### src/rtl/laser_pkg.sv
`default_nettype none
// ============================================================================
// Package     : laser_pkg
// Description : Shared types and constants for the laser distance path.
//               Echo-emulator FSM states, the default distance width that is
//               shared with the measurement block, and the fill bit used to
//               build the out-of-range distance code (all ones).
// Revision    : 1.0  initial release
// ============================================================================
package laser_pkg;

    // Distance word width shared with the measurement block.
    localparam int DIST_W = 12;

    // The out-of-range distance code is this bit replicated across the word.
    localparam logic OOR_FILL = 1'b1;

    typedef enum logic [1:0] {
        IDLE  = 2'd0,
        DELAY = 2'd1,
        ECHO  = 2'd2
    } echo_state_t;

endpackage : laser_pkg
`default_nettype wire

### src/rtl/laser_echo_emulator_rise_detect.sv
`default_nettype none
// ============================================================================
// Module      : rise_detect
// Description : One-cycle rising-edge pulse for a signal that is already
//               synchronous to clk.
// Ports       : clk   in  clock, rising edge
//               reset in  asynchronous active-low reset
//               d     in  level input (same clock domain)
//               rise  out d & ~d_q, high for one cycle per 0->1 transition
// Revision    : 1.0  initial release
// ============================================================================
module rise_detect (
    input  logic clk,
    input  logic reset,
    input  logic d,
    output logic rise
);

    logic d_q;

    always_ff @(posedge clk or negedge reset) begin
        if (!reset) begin
            d_q <= 1'b0;
        end else begin
            d_q <= d;
        end
    end

    assign rise = d & ~d_q;

endmodule : rise_detect
`default_nettype wire

### src/rtl/laser_echo_emulator.sv
`default_nettype none
// ============================================================================
// Module      : laser_echo_emulator
// Description : Target/reflection responder. On a rising edge of the laser
//               pulse L it waits 2*dist_set+1 cycles and then returns a
//               PULSE_W-cycle sensor pulse S, so the measurement path can be
//               exercised without optics.
// Ports       : clk       in   clock, rising edge
//               reset     in   asynchronous active-low reset
//               en        in   1 = respond; 0 = no echoes, abort in-flight echo
//               L         in   laser pulse (clk domain)
//               dist_set  in   target distance, all ones = out of range
//               S         out  reflected pulse (registered)
//               busy      out  high while an echo is in flight
//               miss      out  one-cycle pulse for an ignored L rise
//               echo_cnt  out  number of echoes issued (wraps)
// Revision    : 1.0  initial release
// ============================================================================
module laser_echo_emulator
    import laser_pkg::*;
#(
    parameter int DW      = DIST_W,
    parameter int PULSE_W = 1,
    parameter int CNT_W   = 8
) (
    input  logic             clk,
    input  logic             reset,
    input  logic             en,
    input  logic             L,
    input  logic [DW-1:0]    dist_set,
    output logic             S,
    output logic             busy,
    output logic             miss,
    output logic [CNT_W-1:0] echo_cnt
);

    localparam int              PW_W         = (PULSE_W > 1) ? $clog2(PULSE_W) : 1;
    localparam logic [PW_W-1:0] PW_LOAD      = PW_W'(PULSE_W - 1);
    localparam logic [DW-1:0]   OUT_OF_RANGE = {DW{OOR_FILL}};

    echo_state_t      state;
    logic [DW:0]      cnt;      // round-trip countdown, holds 2*D without overflow
    logic [PW_W-1:0]  pw;       // remaining S-high cycles minus one
    logic             rise;

    rise_detect u_rise_detect (
        .clk   (clk),
        .reset (reset),
        .d     (L),
        .rise  (rise)
    );

    always_ff @(posedge clk or negedge reset) begin
        if (!reset) begin
            state    <= IDLE;
            cnt      <= '0;
            pw       <= '0;
            S        <= 1'b0;
            busy     <= 1'b0;
            miss     <= 1'b0;
            echo_cnt <= '0;
        end else begin
            miss <= 1'b0;
            if (!en) begin
                // Disabled: drop any echo in flight; rises are silently ignored.
                state <= IDLE;
                S     <= 1'b0;
                busy  <= 1'b0;
            end else begin
                case (state)
                    IDLE: begin
                        if (rise) begin
                            if (dist_set == OUT_OF_RANGE) begin
                                miss <= 1'b1;
                            end else begin
                                // dist_set is captured only here.
                                cnt   <= {dist_set, 1'b0};
                                state <= DELAY;
                                busy  <= 1'b1;
                            end
                        end
                    end
                    DELAY: begin
                        miss <= rise;
                        if (cnt == '0) begin
                            state    <= ECHO;
                            S        <= 1'b1;
                            echo_cnt <= echo_cnt + CNT_W'(1);
                            pw       <= PW_LOAD;
                        end else begin
                            cnt <= cnt - (DW + 1)'(1);
                        end
                    end
                    ECHO: begin
                        // A rise on the ECHO->IDLE edge still counts as busy.
                        miss <= rise;
                        if (pw == '0) begin
                            S     <= 1'b0;
                            state <= IDLE;
                            busy  <= 1'b0;
                        end else begin
                            pw <= pw - PW_W'(1);
                        end
                    end
                    default: begin
                        state <= IDLE;
                        S     <= 1'b0;
                        busy  <= 1'b0;
                    end
                endcase
            end
        end
    end

endmodule : laser_echo_emulator
`default_nettype wire

### config.mk
export PLATFORM = sky130hd
export DESIGN_NAME = laser_echo_emulator
export DESIGN_NICKNAME = d
export VERILOG_FILES = /design/src/rtl/laser_pkg.sv /design/src/rtl/laser_echo_emulator_rise_detect.sv /design/src/rtl/laser_echo_emulator.sv
export SDC_FILE = /design/constraint.sdc
export NUM_CORES = 1
export LEC_CHECK = 0
export BUFFER_PORTS_ARGS = -buffer_cell sky130_fd_sc_hd__buf_2
export CAP_MARGIN = 10
export CORE_MARGIN = 8
export CORE_UTILIZATION = 50
export CTS_CLUSTER_DIAMETER = 50
export CTS_CLUSTER_SIZE = 10
export DETAILED_ROUTE_END_ITERATION = 6
export HOLD_SLACK_MARGIN = 0.06
export PLACE_DENSITY_LB_ADDON = 0.2
export SLEW_MARGIN = 20
export SYNTH_ARGS = -nofsm -noshare
export SYNTH_HDL_FRONTEND = slang
export SYNTH_SLANG_ARGS = --single-unit
### constraint.sdc
create_clock -name clk -period 4.6 [get_ports clk]
set_clock_uncertainty 0.1 [all_clocks]
set_input_delay 0.69 -clock clk [delete_from_list [all_inputs] [get_ports clk]]
set_output_delay 0.69 -clock clk [all_outputs]
set_load 0.03 [all_outputs]
### Word level (Yosys, flattened, before mapping)

Cells that the tools add are included.

| word-level totals | value |
|---|---|
| register bits | 28 |
| bits of input ports | 16 |
| output and inout port bits | 11 |
| logic and storage cells | 62 |

| cells by class | value |
|---|---|
| $add $sub $neg | 3 |
| equality and inequality tests | 13 |
| multiplexer cells | 25 |
| bitwise logic cells | 2 |
| reduce and logical (&&, ||, !) cells | 11 |

Operators by type and width:

| operator | number |
|---|---|
| $mux W13 | 3 |
| $pmux W13 S2 | 1 |
| $logic_not A13 Y1 | 1 |
| $sub A13 B1 Y13 const B | 1 |
| $eq A12 B12 Y1 const B | 1 |
| $ne A2 B2 Y1 const B | 6 |
| $ne A3 B3 Y1 const B | 4 |
| $mux W1 | 11 |
| $mux W2 | 5 |
| $reduce_and A3 Y1 | 3 |
| $add A8 B1 Y8 const B | 1 |
| $reduce_and A4 Y1 | 2 |
| $pmux W1 S3 | 2 |
| $pmux W2 S3 | 1 |
| $reduce_and A5 Y1 | 1 |
| $pmux W1 S2 | 2 |
| $reduce_bool A2 Y1 | 2 |
| $eq A2 B1 Y1 const B | 1 |
| $eq A2 B2 Y1 const B | 1 |
| $logic_not A2 Y1 | 1 |
| $reduce_or A2 Y1 | 1 |
| $and A1 B1 Y1 | 1 |
| $not A1 Y1 | 1 |
| $sub A1 B1 Y1 const B | 1 |

### Logic depth before layout (Yosys ltp)

Gate-level depths: netlist of run 1.

| logic depth | value |
|---|---|
| depth after elaboration | 5 |
| gate-level depth with buffers | 8 |
| depth with buffers taken out | 6 |

### Hierarchy

Synthesis of run 1 repeated with hierarchy kept, for this count alone.

| unflattened totals | value |
|---|---|
| cells, all modules | 173 |
| area total of the unflattened synthesis | 1630.3 sq um |

Modules (own cells, without submodules):

| module | instances | cells each | area each (sq um) | seq. area each (sq um) |
|---|---|---|---|---|
| laser_echo_emulator | 1 | 171 | 1591.5 | 650.6 |
| rise_detect | 1 | 2 | 38.8 | 25.0 |

### Least setup slack after synthesis of run 1

Ideal clock, no wire load.

| timing path | value |
|---|---|
| kind | reg2reg |
| from | register state[1] |
| to | register cnt[10] |
| library setup time | 123 ps |
| arrival time | 1845 ps |
| data required time | 4377 ps |
| setup slack | 2532 ps |
| cell stages (with the launch flop) | 9 |
| path buffers | 2 |
| clock period less this slack | 2068 ps |
| cell sequence | dfrtp_1 > inv_1 > ha_1 > buf_4 > nand4_2 > or4_4 > o211a_2 > buf_6 > o221a_1 |

| between the ends | value |
|---|---|
| longest elaborated chain between the ends | 3 |
| elaborated cells between the ends (all ways) | 8 |
| those cells by class | eq/ne (4); mux (1); reduce/logical (3) |

RTL lines:

| item | RTL line | text |
|---|---|---|
| from (decl) | laser_echo_emulator.sv:41 | `echo_state_t state;` |
| from (signal assigned) | laser_echo_emulator.sv:55 | `state <= IDLE;` |
| from (signal assigned) | laser_echo_emulator.sv:66 | `state <= IDLE;` |
| from (signal assigned) | laser_echo_emulator.sv:78 | `state <= DELAY;` |
| $eq A2 B1 Y1 or $logic_not A2 Y1 (tied branches) | laser_echo_emulator.sv:70 | `case (state)` |
| $ne A2 B2 Y1 (no line) or $reduce_bool A2 Y1 (tied branches) | - |  |
| $reduce_and A5 Y1 (no line) | - |  |
| to (signal assigned) | laser_echo_emulator.sv:77 | `cnt <= {dist_set, 1'b0};` |
| to (signal assigned) | laser_echo_emulator.sv:91 | `cnt <= cnt - (DW + 1)'(1);` |
| to (decl) | laser_echo_emulator.sv:42 | `logic [DW:0] cnt;` |

Several ways; a longest one is shown, not always the timed one.
A chain may end at the register's enable or synchronous reset.

### Worst setup path in the final report of run 1

| timing path | value |
|---|---|
| from | register state[1] |
| to | register cnt[3] |

The elaborated chain is that of the path after synthesis.

==> results of run 1 <==
## worst max-delay path, cell delays in order (launching register included)
cell and delay (ns):
dfrtp_1 0.43, inv_1 0.11, ha_1 0.51, o21ai_0 0.24, a21oi_1 0.84, o211a_2 0.57
o221a_1 0.26
## power by group
part / switching [uW] / internal (uW)
Sequential: 106 / 309
Clock: 69.6 / 32.6
Combinational: 242 / 184
Total: 418 / 526
## cell usage after synthesis, types with 5 or more instances
library cell / number
dfrtp_1: 27
a31oi_1: 15
nor2_1: 12
nand2_1: 11
o221a_1: 8
ha_1: 7
inv_1: 7
or4_1: 6
xnor2_1: 6
clkbuf_1: 5
nor3_1: 5
## worst paths after layout
check                            start  depth (start not counted)           endpoint
setup / recovery              state[1]                          6             cnt[3]
hold / removal                   reset                          1        echo_cnt[6]
setup reg to reg              state[1]                          6             cnt[3]
hold reg to reg            echo_cnt[7]                          1        echo_cnt[7]
max in group asynchronous        reset                          1             cnt[0]
min in group clk                     L                          1  u_rise_detect.d_q
## stage by stage
| step | cell area (um2) | setup WS, ns | utilization |
|---|---|---|---|
| 6_report | 1850 | 1.46 | 0.564 |
| 4_1_cts | 1850 | 1.53 | 0.564 |
| 5_1_grt | 1850 | 1.19 | 0.564 |
| 2_1_floorplan | 1690 | 2.53 | - |
| 3_5_place_dp | 1830 | 1.59 | 0.556 |
| 3_3_place_gp | 1830 | 1.75 | 0.556 |
## layer usage
layer / routed length [um] / track usage
met1: 1810 / 0.203
met2: 2030 / 0.268
met3: 161 / 0.0283
met4: 42 / 0.0532
met5: 0 / 0
## cell type report
type,instances,area share
Multi-Input combinational cell,124,0.505
Sequential cell,27,0.365
Timing Repair Buffer,26,0.0702
Tap cell,46,0.0311
Inverter,7,0.0142
Clock buffer,3,0.0122
Clock inverter,1,0.00270
## flip-flops by register name, indices dropped and copies added, names as in the netlist
register           cells
miss                   1
echo_cnt               8
u_rise_detect.d_q      1
state                  2
cnt                   13
S                      1
busy                   1
## cells by family (layout without fill, tap and decap cells)
group | after synthesis | count (layout) | share of synthesized area
AO/OA/AOI/OAI | 38 | 38 | 0.180
AND/OR/NAND/NOR | 68 | 68 | 0.261
multiplexers | 4 | 4 | 0.0244
adder cells (fa/ha/maj) | 7 | 7 | 0.0517
buffers and inverters | 17 | 37 | 0.0480
XOR/XNOR | 7 | 7 | 0.0362
flip-flops | 27 | 27 | 0.399
==> impl_results.md, run 1 <==
* Status: finished, final reports clean
* Hold crit path type: input pin to asynchronous set/reset pin
* Final critical-path share of the clock period at 0.683
* CTS tree: built
* Die height at 74.2 um
* Number of synthesized flops with an enable pin at 0
* GP Congestion at 0.854
* Vias at 1,434
* Remaining DRCs at 0
* Worst-margin pin slew at 1.04 ns
* Grt total ovfl at 0
* Design Power at 944 uW
* Antenna-violating nets left at 0
* Power per cell area at 509 nW/um2
* Relative slew slack at 0.307
* Asr flop ratio synth at 1.00
* Initial Utilization at 0.515
* DRT Pass-1 Iters at 4
* First-pass GRT wire length at 6.90 mm
* Gate Count Post-Synth at 168
* Post-CTS Hold Buffers at 0
* Area grow syn2layout at 9.46%
* Most common cell after layout, fill and taps aside: dfrtp_1
* Syn Std Cell Area at 1690 um2
* Minimum clock period at 3.14 ns
* Final hold viol count at 0
* Largest cells by area after synthesis: dfrtp_1 40%, a31oi_1 5.5%, o221a_1 5.3%, ha_1 5.2%, xnor2_1 3.1%
* Vias/cell at 6.13
* Footprint of the multi-input gates at 936 um2
* Synth Flop Type: dfrtp_1
* Commonest non-fill, non-tap cells in the layout: 27 x dfrtp_1, 26 x buf_2, 15 x a31oi_1
* Required time worst endpoint at 4.76 ns
* Num ports at 27
* Detail Placement HPWL at 2.97 mm
* Post-Layout Cell Count at 234
* Clock sinks at 27
* Cts repair resizes at 0
* Fin nets at 212
* Maximum VDD drop at 0.000252 V
* TritonCTS Buffers at 3
* Clock buffer depth at 2
* Static leakage at 0.000799 uW
* Row count at 21
* Vias in the first global route at 1,437
* Share of cells above drive strength 1 at 0.255
* CP Capture Type: flip-flop
* Number of distinct library cells after synthesis at 42
* Drt wl/cell at 17.3 um
* Clock latency on the worst-skew pair at 0.32 ns
* Die ar. at 5500 um2
* Sequential share of the synthesized area at 0.399
* H-tree depth at 1
* Post-Syn Nets at 191
* Sum of negative setup slack at 0 ns
* Worst path arrival time at 3.30 ns
* Yosys warns at 0
* Avg Cell Area, Syn at 10.1 um2
* Yosys top cell area share at 0.399
* # diodes at 0
* R2R setup slack at 1.46 ns
* Tot GR Track Use at 0.160
* Fillers at 302
* Initial antenna violation count at 0
* Die X at 74.2 um
* CTS root buf: clkbuf_4
* Slew Limit Fails at 0
* Synth area leader: dfrtp_1
* RSZ-0062 raised after global routing: no
* FF+latch area at 676 um2
* Final setup violation count at 0
* Hold WS at 0.245 ns
* Synth Register Bits at 27
* Critical Path Fanout Max at 19
* Maximum clock rate at 318 MHz
* Setup CP Type: flip-flop to flip-flop
* Port bufs at 26
* Post-CTS Setup Repair Bufs at 0
* Core Box Area at 3280 um2
* Largest net degree at the start of global routing at 28
* Final wirelength at 4.05 mm
* Clk pin slew, worst setup/hold paths at 0.15 ns
* Dpl cells at 230
* Initial DRC Count at 164
* Setup crit start kind: flip-flop
* Max_cap viols at 0
Power figures use the tool's default switching activity.
==> run 2, diff against run 1 <==
==> constraint.sdc (replaced) <==
create_clock -name clk -period 2.6 [get_ports clk]
set_clock_uncertainty 0.1 [all_clocks]
set_input_delay 0.39 -clock clk [delete_from_list [all_inputs] [get_ports clk]]
set_output_delay 0.39 -clock clk [all_outputs]
set_load 0.03 [all_outputs]
==> run 2 against run 1 <==
  * Total power rose by 81%
  * Critical endpoint is now cnt[12]
  * Flip-flop and latch count unchanged
  * Largest power group unchanged
  * Sequential share of layout area down 0.87 points
  * Fmax is 29% higher
==> impl_results.md, run 2 (synthesis results as in run 1) <==
* Registers with the most flip-flops: cnt x13, echo_cnt x8, state x2
* Largest net degree at the start of global routing at 28 (unchanged)
* Reg2reg path depth at 6 (unchanged)
* Vias in the first global route at 1,377 (-4.2%)
* Slew Limit Fails at 0 (unchanged)
* CP cell instances: inv_1 -> ha_1 -> nand4_2 -> or4_4 -> o211a_2 -> o221a_2
* Share of cells above drive strength 1 at 0.264 (+0.00893)
* Vias/cell at 5.97 (-2.6%)
* Initial DRC Count at 96 (-41%)
* TritonCTS Buffers at 3 (unchanged)
* Remaining DRCs at 0 (unchanged)
* Commonest non-fill, non-tap cells in the layout: 27 x dfrtp_1, 26 x buf_2, 15 x a31oi_1
* Hold depth at 3
* Final setup violation count at 0 (unchanged)
* CTS tree: built
* Final worst slack at 0.172 ns (-1.29 ns)
* Setup crit start kind: flip-flop
* Final hold viol count at 0 (unchanged)
* Final wirelength at 3.96 mm (-2.2%)
* Reg with most FFs: cnt
* Worst-margin pin slew at 0.619 ns (-0.420 ns)
* Sw Share at 0.439 (-0.00419)
* Num ports at 27 (unchanged)
* Die ar. at 5500 um2 (unchanged)
* DRT Pass-1 Iters at 4 (unchanged)
* Clk pin slew, worst setup/hold paths at 0.16 ns (about the same)
* Core Box Area at 3280 um2 (unchanged)
* Tot GR Track Use at 0.150 (-0.0106)
* Max_cap viols at 0 (unchanged)
* Sum of negative setup slack at 0 ns (unchanged)
* Vias at 1,427 (-0.49%)
* Hold crit path type: input pin to flip-flop
* Hold WS at 0.238 ns (-0.00688 ns)
* # diodes at 0 (unchanged)
* RSZ-0062 raised after global routing: no
* Die X at 74.2 um (unchanged)
* Initial antenna violation count at 0 (unchanged)
* Area grow syn2layout at 12.1%
* Row count at 21 (unchanged)
* CP Capture Type: flip-flop
* Clock share of power at 0.112 (+0.004)
* Grt total ovfl at 0 (unchanged)
* Pre-CTS WS at 0.216 ns (-1.38 ns)
* Comb power frac at 0.458 (+0.006)
* Fillers at 288 (-4.6%)
* Critical Path Fanout Max at 13 (-6)
* Clock buffer depth at 2 (unchanged)
* Relative slew slack at 0.584 (+0.276)
* Maximum clock rate at 412 MHz (+29%)
* Setup CP Type: flip-flop to flip-flop
* CTS root buf: clkbuf_4
* Minimum clock period at 2.43 ns (-0.714 ns)
* Footprint of the multi-input gates at 936 um2 (unchanged)
* Clock sinks at 27 (unchanged)
* Clock latency on the worst-skew pair at 0.33 ns (about the same)
* Cts repair resizes at 0 (unchanged)
* Sequential fraction of design power at 0.431 (-0.009)
* FF+latch area at 676 um2 (unchanged)
* Power per cell area at 901 nW/um2 (+77%)
* Status: finished, final reports clean
* Design Power at 1710 uW (+81%)
* Initial Utilization at 0.515 (unchanged)
* Die height at 74.2 um (unchanged)
* Fin nets at 217 (+2.4%)
* Required time worst endpoint at 2.73 ns (-2.03 ns)
* Slowest CP cell: or4_4
* Worst path arrival time at 2.56 ns (-0.74 ns)
* H-tree depth at 1 (unchanged)
* Antenna-violating nets left at 0 (unchanged)
* Static leakage at 0.000818 uW (+2.4%)
* Net Sw Power at 750 uW (+79%)
* Max reg flops at 13 (unchanged)
* First-pass GRT wire length at 6.51 mm (-5.7%)
* GP Congestion at 0.824 (-3.5%)
* Maximum VDD drop at 0.000546 V (+120%)
* Port bufs at 26 (unchanged)
* Drt wl/cell at 16.5 um (-4.3%)
* Detail Placement HPWL at 2.88 mm (-2.9%)
* Delay of the slowest cell on the worst path at 0.64 ns (-0.20 ns)
* Internal Dissipation at 960 uW (+82%)
* Most common cell after layout, fill and taps aside: dfrtp_1
* Final critical-path share of the clock period at 0.934 (+0.251)
==> run 2: cell count changes in the layout (fill, tap and decap cells not counted), sizes merged <==
cell / change
buf: +3
dlygate4sd3: +2
clkinv: -1
clkinvlp: +1
==> run 2: through the flow <==
stage	cell area (um2)	utilization	cells
2_1_floorplan	1690	-	168
3_3_place_gp	1850	0.563	233
3_5_place_dp	1850	0.563	233
4_1_cts	1900	0.578	239
5_1_grt	1900	0.578	239
6_report	1900	0.578	239
==> run 2: routing by layer <==
| metal | wire length, um | vias to the layer above | GRT usage |
|---|---|---|---|
| li1 | - | 702 | - |
| met1 | 1820 | 705 | 0.193 |
| met2 | 1970 | 16 | 0.246 |
| met3 | 116 | 4 | 0.0270 |
| met4 | 40 | 0 | 0.0466 |
| met5 | 0 | - | 0 |
==> run 2: area by class of cell <==
class,instances,share of cell area
clock inverter,1,0.00396
inverter,7,0.0138
clock buffer,3,0.0119
multi-input combinational,124,0.493
timing repair buffer,31,0.0910
tap,46,0.0303
sequential,27,0.356
==> run 2: power by group through the flow <==
stage | registers [uW] | clock network (uW) | logic [uW]
6_report | 736 | 191 | 783
5_1_grt | 760 | 213 | 867
4_1_cts | 732 | 199 | 780
3_5_place_dp | 741 | 0 | 772
3_3_place_gp | 733 | 0 | 744
2_1_floorplan | 689 | 0 | 628
==> run 2: timing repair <==
item	in CTS	in global routing
endpoints found under the hold margin	28	0
hold buffers	2	0
setup endpoints to repair	0	0
setup buffers	0	0
==> run 2: worst paths after layout <==
check	endpoint	slack, ns	from
max reg2reg	cnt[12]	0.17	state[1]
min in group asynchronous	echo_cnt[6]	0.50	reset
min	state[1]	0.24	en
max in group asynchronous	busy	1.50	reset
min reg2reg	echo_cnt[7]	0.38	echo_cnt[7]
max	cnt[12]	0.17	state[1]
==> run 2: worst max-delay path: cells and delay by family, from the launching register on <==
kind	cells	cell delay (ns)
AOI/OAI and AO/OA	2	0.57
adders and majority gates	1	0.33
buffers and inverters	1	0.11
DFF	1	0.43
and+or+nand+nor	2	0.78
